`config.mk`:
```
export PLATFORM = sky130hd
export DESIGN_NAME = woz_bit_stream
export DESIGN_NICKNAME = d
export VERILOG_FILES = /design/src/rtl/woz_pkg.sv /design/src/rtl/woz_lfsr16.sv /design/src/rtl/woz_bit_stream.sv
export SDC_FILE = /design/constraint.sdc
export NUM_CORES = 1
export LEC_CHECK = 0
export BUFFER_PORTS_ARGS = -buffer_cell sky130_fd_sc_hd__buf_2
export CAP_MARGIN = 5
export CORE_UTILIZATION = 45
export CTS_CLUSTER_SIZE = 16
export DETAILED_ROUTE_END_ITERATION = 10
export GPL_ROUTABILITY_DRIVEN = 0
export HOLD_SLACK_MARGIN = 0.03
export PLACE_DENSITY = 0.68
export SYNTH_ARGS = -nofsm -noshare
export SYNTH_HDL_FRONTEND = slang
export SYNTH_SLANG_ARGS = --single-unit
```
`constraint.sdc`:
```
create_clock -name i_clk -period 5.9 [get_ports i_clk]
set_input_delay 0.59 -clock i_clk [delete_from_list [all_inputs] [get_ports i_clk]]
set_output_delay 0.59 -clock i_clk [all_outputs]
set_load 0.02 [all_outputs]
```
`src/rtl/woz_pkg.sv`:
```
// rtl/woz_pkg.sv - shared constants, state type and helpers for the WOZ bit streamer
//
// Purpose: common definitions imported by woz_bit_stream and woz_lfsr16.
// Contents: track size limits, address/position widths, streamer state enum,
//           weak-bit LFSR seed and the bit_count validity check.
package woz_pkg;

  localparam int WOZ_MAX_BITS = 131072;
  localparam int WOZ_POS_W    = 17;
  localparam int WOZ_ADDR_W   = 14;

  localparam logic [15:0] LFSR_SEED = 16'hACE1;

  typedef enum logic [1:0] {
    IDLE  = 2'd0,
    PRIME = 2'd1,
    RUN   = 2'd2
  } woz_bs_state_t;

  // A track is streamable only if it has at least one bit and fits the buffer.
  function automatic logic woz_count_ok(input logic [31:0] bit_count);
    return (bit_count != 32'd0) && (bit_count <= 32'(WOZ_MAX_BITS));
  endfunction

endpackage

```
`src/rtl/woz_lfsr16.sv`:
```
// rtl/woz_lfsr16.sv - 16-bit Fibonacci LFSR noise source for weak-bit emulation
//
// Purpose: pseudo-random bit source, polynomial x^16+x^14+x^13+x^11+1,
//          seeded with LFSR_SEED on reset. Used only when
//          WOZ_BITSTREAM_FAKEBITS_EN is defined.
// Ports:
//   i_clk      in  1  clock
//   i_reset_n  in  1  synchronous active-low reset (reloads the seed)
//   i_en       in  1  advance the register by one step
//   o_bit      out 1  current output bit (LSB of the register)
module woz_lfsr16
  import woz_pkg::*;
(
  input  logic i_clk,
  input  logic i_reset_n,
  input  logic i_en,
  output logic o_bit
);

  logic [15:0] r_lfsr;
  logic        w_fb;

  // Taps x^16, x^14, x^13, x^11 map to register bits 0, 2, 3, 5 in a
  // right-shifting register whose output is bit 0.
  assign w_fb  = r_lfsr[0] ^ r_lfsr[2] ^ r_lfsr[3] ^ r_lfsr[5];
  assign o_bit = r_lfsr[0];

  always_ff @(posedge i_clk) begin
    if (!i_reset_n) begin
      r_lfsr <= LFSR_SEED;
    end else if (i_en) begin
      r_lfsr <= {w_fb, r_lfsr[15:1]};
    end
  end

endmodule

```
`src/rtl/woz_bit_stream.sv`:
```
// rtl/woz_bit_stream.sv - serialises WOZ track bits into timed flux bit cells
//
// Purpose: reads track bytes from the track buffer, emits one bit per cell
//          (MSB first), wraps at bit_count, pulses index on bit 0 and keeps the
//          rotational position across track reloads.
// Optional feature: WOZ_BITSTREAM_FAKEBITS_EN enables MC3470 weak-bit
//          emulation (runs of more than three zeros read back as noise).
// Ports:
//   i_clk            in  1   system clock
//   i_reset_n        in  1   synchronous active-low reset
//   i_ready          in  1   track buffer holds valid data
//   i_bit_count      in  32  bits in current track
//   o_bit_byte_addr  out 14  byte address into track buffer
//   i_bit_byte_data  in  8   byte at o_bit_byte_addr (one cycle latency)
//   i_motor_on       in  1   spindle running
//   i_is_35          in  1   selects CELL_CLKS_35 vs CELL_CLKS_525
//   o_active         out 1   streaming; track buffer must not reload
//   o_flux_strobe    out 1   one-cycle pulse at the end of each bit cell
//   o_flux_bit       out 1   bit value, valid with o_flux_strobe
//   o_index          out 1   pulse coincident with the strobe of bit 0
//   o_bit_pos        out 17  position of the next bit to emit
module woz_bit_stream
  import woz_pkg::*;
#(
  parameter int CELL_CLKS_525 = 56,
  parameter int CELL_CLKS_35  = 28
) (
  input  logic                  i_clk,
  input  logic                  i_reset_n,
  input  logic                  i_ready,
  input  logic [31:0]           i_bit_count,
  output logic [WOZ_ADDR_W-1:0] o_bit_byte_addr,
  input  logic [7:0]            i_bit_byte_data,
  input  logic                  i_motor_on,
  input  logic                  i_is_35,
  output logic                  o_active,
  output logic                  o_flux_strobe,
  output logic                  o_flux_bit,
  output logic                  o_index,
  output logic [WOZ_POS_W-1:0]  o_bit_pos
);

  localparam int CNT_W = 16;

  woz_bs_state_t          r_state;
  woz_bs_state_t          w_state_next;
  logic [CNT_W-1:0]       r_cnt;
  logic [WOZ_POS_W-1:0]   r_bit_pos;
  logic [WOZ_ADDR_W-1:0]  r_addr;
  logic [7:0]             r_cur_byte;
  logic                   r_strobe;
  logic                   r_flux_bit;
  logic                   r_index;

  logic                   w_count_ok;
  logic                   w_go;
  logic                   w_cell_end;
  logic                   w_clamp;
  logic [CNT_W-1:0]       w_reload;
  logic                   w_src_bit;
  logic                   w_out_bit;
  logic [WOZ_POS_W-1:0]   w_pos_inc;
  logic [WOZ_POS_W-1:0]   w_pos_next;

  assign w_count_ok = woz_count_ok(i_bit_count);
  assign w_go       = i_motor_on & i_ready & w_count_ok;

  // Reload value is chosen at reload time, so an is_35 change only affects
  // the cell that starts after the next reload.
  assign w_reload   = i_is_35 ? CNT_W'(CELL_CLKS_35 - 1) : CNT_W'(CELL_CLKS_525 - 1);

  // Losing ready/motor/count in the final cycle of a cell suppresses its strobe.
  assign w_cell_end = (r_state == RUN) && w_go && (r_cnt == '0);

  // A shorter track after a reload may leave the head beyond its end.
  assign w_clamp    = ({{(32-WOZ_POS_W){1'b0}}, r_bit_pos} >= i_bit_count);

  assign w_src_bit  = r_cur_byte[3'd7 - r_bit_pos[2:0]];

  // 17-bit compare: bit_count == 131072 has bit_count[16:0] == 0, and the
  // natural overflow of the increment lands on 0 at the same point.
  assign w_pos_inc  = r_bit_pos + 1'b1;
  assign w_pos_next = (w_pos_inc == i_bit_count[WOZ_POS_W-1:0]) ? '0 : w_pos_inc;

`ifdef WOZ_BITSTREAM_FAKEBITS_EN
  logic [1:0] r_zrun;
  logic       w_lfsr_bit;

  woz_lfsr16 u_lfsr (
    .i_clk     (i_clk),
    .i_reset_n (i_reset_n),
    .i_en      (w_cell_end),
    .o_bit     (w_lfsr_bit)
  );

  // Past three consecutive zeros the read amplifier has lost its AGC
  // reference, so the emitted bit becomes noise.
  assign w_out_bit = (!w_src_bit && (r_zrun == 2'd3)) ? w_lfsr_bit : w_src_bit;

  always_ff @(posedge i_clk) begin
    if (!i_reset_n) begin
      r_zrun <= 2'd0;
    end else if (w_cell_end) begin
      if (w_src_bit) begin
        r_zrun <= 2'd0;
      end else if (r_zrun != 2'd3) begin
        r_zrun <= r_zrun + 2'd1;
      end
    end
  end
`else
  assign w_out_bit = w_src_bit;
`endif

  always_comb begin
    w_state_next = r_state;
    case (r_state)
      IDLE:    if (w_go) w_state_next = PRIME;
      PRIME:   w_state_next = RUN;
      RUN:     if (!w_go) w_state_next = IDLE;
      default: w_state_next = IDLE;
    endcase
  end

  always_ff @(posedge i_clk) begin
    if (!i_reset_n) begin
      r_state    <= IDLE;
      r_cnt      <= '0;
      r_bit_pos  <= '0;
      r_addr     <= '0;
      r_cur_byte <= '0;
      r_strobe   <= 1'b0;
      r_flux_bit <= 1'b0;
      r_index    <= 1'b0;
    end else begin
      r_state    <= w_state_next;
      r_cur_byte <= i_bit_byte_data;
      r_addr     <= r_bit_pos[WOZ_POS_W-1:3];
      r_strobe   <= 1'b0;
      r_flux_bit <= 1'b0;
      r_index    <= 1'b0;
      case (r_state)
        PRIME: begin
          if (w_clamp) r_bit_pos <= '0;
          r_cnt <= w_reload;
        end
        RUN: begin
          if (w_cell_end) begin
            r_strobe   <= 1'b1;
            r_flux_bit <= w_out_bit;
            r_index    <= (r_bit_pos == '0);
            r_bit_pos  <= w_pos_next;
            r_cnt      <= w_reload;
          end else if (w_go) begin
            r_cnt <= r_cnt - 1'b1;
          end
        end
        default: ;
      endcase
    end
  end

  assign o_active        = (r_state != IDLE);
  assign o_flux_strobe   = r_strobe;
  assign o_flux_bit      = r_flux_bit;
  assign o_index         = r_index;
  assign o_bit_pos       = r_bit_pos;
  assign o_bit_byte_addr = r_addr;

endmodule
```
==> results.toml <==
[outcome]
status = "complete, no violations"

[setup_path]
timing.rr.end = "o_bit_pos[2]$_SDFFE_PN0P_"
slowest_stage = "or4_1"
crit_path_end = "o_bit_pos[2]$_SDFFE_PN0P_"
max_stage_delay_ns = 1.10
worstSetupStartpoint = "o_bit_pos[1]$_SDFFE_PN0P_"
worstRegToRegCells = 9
path_max_fanout = 32
arrival_ns = 3.93
worstPathRequired_ns = 6.12
path_buf_inv = 0
crit_top_cell = "nand4_1"
r2r_setup_slack_ns = 2.19
cp_num_cells = 9
cp-start-kind = "flip-flop"
r2r-start = "o_bit_pos[1]$_SDFFE_PN0P_"
setup.worst_path.class = "reg2reg"
crit_chain = "ha_1 -> nand3_1 -> nor2_1 -> nand4_1 -> xnor2_1 -> nand4_1 -> or4_1 -> a22oi_1 -> a21boi_0"
cp-end-kind = "flip-flop"
crit_family = "simple AND/OR/NAND/NOR gates"

[cts]
cts_buffers = 9
postCtsSetupBuffers = 0
cts_tree = "yes"
cts.clk_slew.worst_paths_ns = 0.07
cts_num_sinks = 60
clockBufferDepth = 2
cts-root-buf = "clkbuf_8"
htree_levels = 3
cts_resized = 0
cts_hold_buf = 0
clock_latency_ns = 0.35

[sta]
final_hold_viol_count = 0
max_freq_ghz = 0.2692
fin_crit_sh_pct = 62.96
period_needed_ns = 3.715
finalSetupViolCount = 0
worst-slew-pin-transition_ns = 1.295
clock_skew_ns = 0.01180
drv_slew = 0
worst_hold_slack_ns = 0.4478
rsz0062_at_grt = "false"
slew_headroom_pct = 13.68
setup_tns_ns = 0

[logic_synthesis]
synth_seq_cells = 60
synth_ff_type = "dfxtp_1"
synth_cell_types = 56
yosys_warnings = 0
netlist_area_mm2 = 0.003827
synth_fp_nets = 524
synth_edf_count = 0
synthArstFlopShare_pct = 0
yosysSeqAreaShare_pct = 31.38
netlist_instances = 454
syn_area_per_cell_um2 = 8.430

[global_route]
grt_max_degree = 50
grt_pass1_vias = 3211
track_usage_pct = 23.06
antenna_found_initial = 0
grt-ovfl-total = 0
grt_pass1_wl_um = 15820

[finish]
drive_gt1_share_pct = 22.39
final_util_pct = 53.94
antenna_cells = 0
regArea_mm2 = 0.001201
layout_commonest_cell = "buf_2"
final_cell_mix = "buf_2 (79), dfxtp_1 (60), nor2_1 (37)"
fill_cells = 799
final_area_mm2 = 0.004432
area_growth_pct = 15.79
multi_input_area_mm2 = 0.002386
fin_nets = 583
finalNonFillerCells = 623

[floorplan]
die_w_um = 94.23
initial_core_util_pct = 46.58
dieArea_mm2 = 0.008878
core-area_mm2 = 0.008217
die_h_um = 94.23
io_pins = 80
core.rowCount = 33

[detailed_routing]
vias = 3611
wirelength_um = 9863
drt_pre_antenna_iters = 7
drtAntennaViolNets = 0
vias_per_cell = 5.796
drc_errors = 0
drtIter0Drc = 213
routedWlPerCell_um = 15.83

[placed_design]
placed_cells = 607
dp_hpwl_um = 6929
place.port_buffers = 79
place_area_mm2 = 0.004223

[power]
p_per_area_mw_per_mm2 = 192.8
power.share.sequential_pct = 47.8
combPwrFrac_pct = 6.4
swShare_pct = 24.67
p_sw_uw = 210.8
internal_power_uw = 643.5
leakage_uw = 0.002030
pwr-share-clk_pct = 45.8
vdd_ir_drop_max_mv = 0.2157

[hold_path]
hp-class = "in2reg"
min-delay-start = "i_bit_byte_data[4]"

[flow_run]
maxCapViolCount = 0
## cell families (layout without fill, tap and decap cells)
logic type	Yosys count	in the layout	synth area share (%)
compound gates	71	71	15.10
xor+xnor	33	33	7.552
fa+ha+maj	25	25	8.173
buf+inv	59	123	6.277
flops	60	60	31.38
mux	5	5	1.994
simple gates	201	201	29.52
## per-stage QoR
stage          power, uW  worst slack (ns)
5_1_grt            887.6             1.886
6_report           854.3             2.185
3_5_place_dp       472.3             2.275
2_1_floorplan      446.9             2.911
4_1_cts            861.3             2.265
3_3_place_gp       470.6             2.336
## power by group through the flow
stage / clock (uW) / combinational, uW / sequential (uW)
final: 391 / 54.5 / 409
after global routing: 418 / 60.6 / 409
after CTS: 398 / 54.6 / 409
after detailed placement: 0 / 54.3 / 418
after global placement: 0 / 53.0 / 418
after floorplan: 0 / 29.4 / 418
## cells in the mapped netlist, drive strengths merged (3+ instances only)
master  instances  area [um2]
a21oi          12       60.06
o21ai           4       20.02
nand3          15       75.07
and3           17       106.4
o211a           3       30.03
or4             6       48.80
and4            3       26.28
or3             8       55.05
a22oi          16       160.2
clkbuf         28       105.1
nor3           12       60.06
and2           23       143.9
nand2          17       66.32
nand2b          7       51.30
ha             25       312.8
nor2b           7       43.79
nor4           14       87.58
a21boi         19       142.6
nor2           38       145.1
xor2            6       52.55
inv            27       101.4
dfxtp          60        1201
xnor2          27       236.5
buf             4       33.78
nand4          29       181.4
## flip-flops by register name, summed over array words and instances, names as in the netlist
signal and flops:
o_bit_byte_addr 14, o_flux_bit 1, r_cur_byte 8, o_bit_pos 17, o_index 1, o_flux_strobe 1
r_cnt 16, r_state 2
## area by class of cell
class                      count  area share (%)
multi-input combinational    335           53.84
sequential                    60           27.10
timing repair buffer          80           9.091
clock buffer                  10           3.106
tap                          105           2.964
inverter                      27           2.287
clock inverter                 6           1.609
## worst reg2reg max path: stages, from the launching register on
cell	delay, ns
dfxtp_1	0.56
ha_1	0.33
nand3_1	0.15
nor2_1	0.41
nand4_1	0.22
xnor2_1	0.23
nand4_1	0.09
or4_1	1.10
a22oi_1	0.39
a21boi_0	0.12
## worst min-delay path by stage
stage                                     to  slack [ns]  depth (start not counted)
detailed placement    r_cnt[15]$_SDFFE_PN0P_        0.52                          2
global placement      r_cnt[13]$_SDFFE_PN0P_        0.51                          2
finish              r_cur_byte[4]$_SDFF_PN0_        0.45                          2
floorplan             r_cnt[15]$_SDFFE_PN0P_        0.49                          2
global route        r_cur_byte[5]$_SDFF_PN0_        0.44                          2
CTS                 r_cur_byte[4]$_SDFF_PN0_        0.44                          2
## routing by layer
layer | GRT usage, % | routed length (um) | share of wire, % | vias up
met2 | 36.96 | 4605 | 47 | 163
met3 | 5.259 | 766 | 7.8 | 23
li1 | - | - | - | 1739
met5 | 0 | 0 | 0 | -
met4 | 8.974 | 257 | 2.6 | 0
met1 | 29.76 | 4233 | 43 | 1686
No activity file was read; power rests on OpenSTA's default activity.
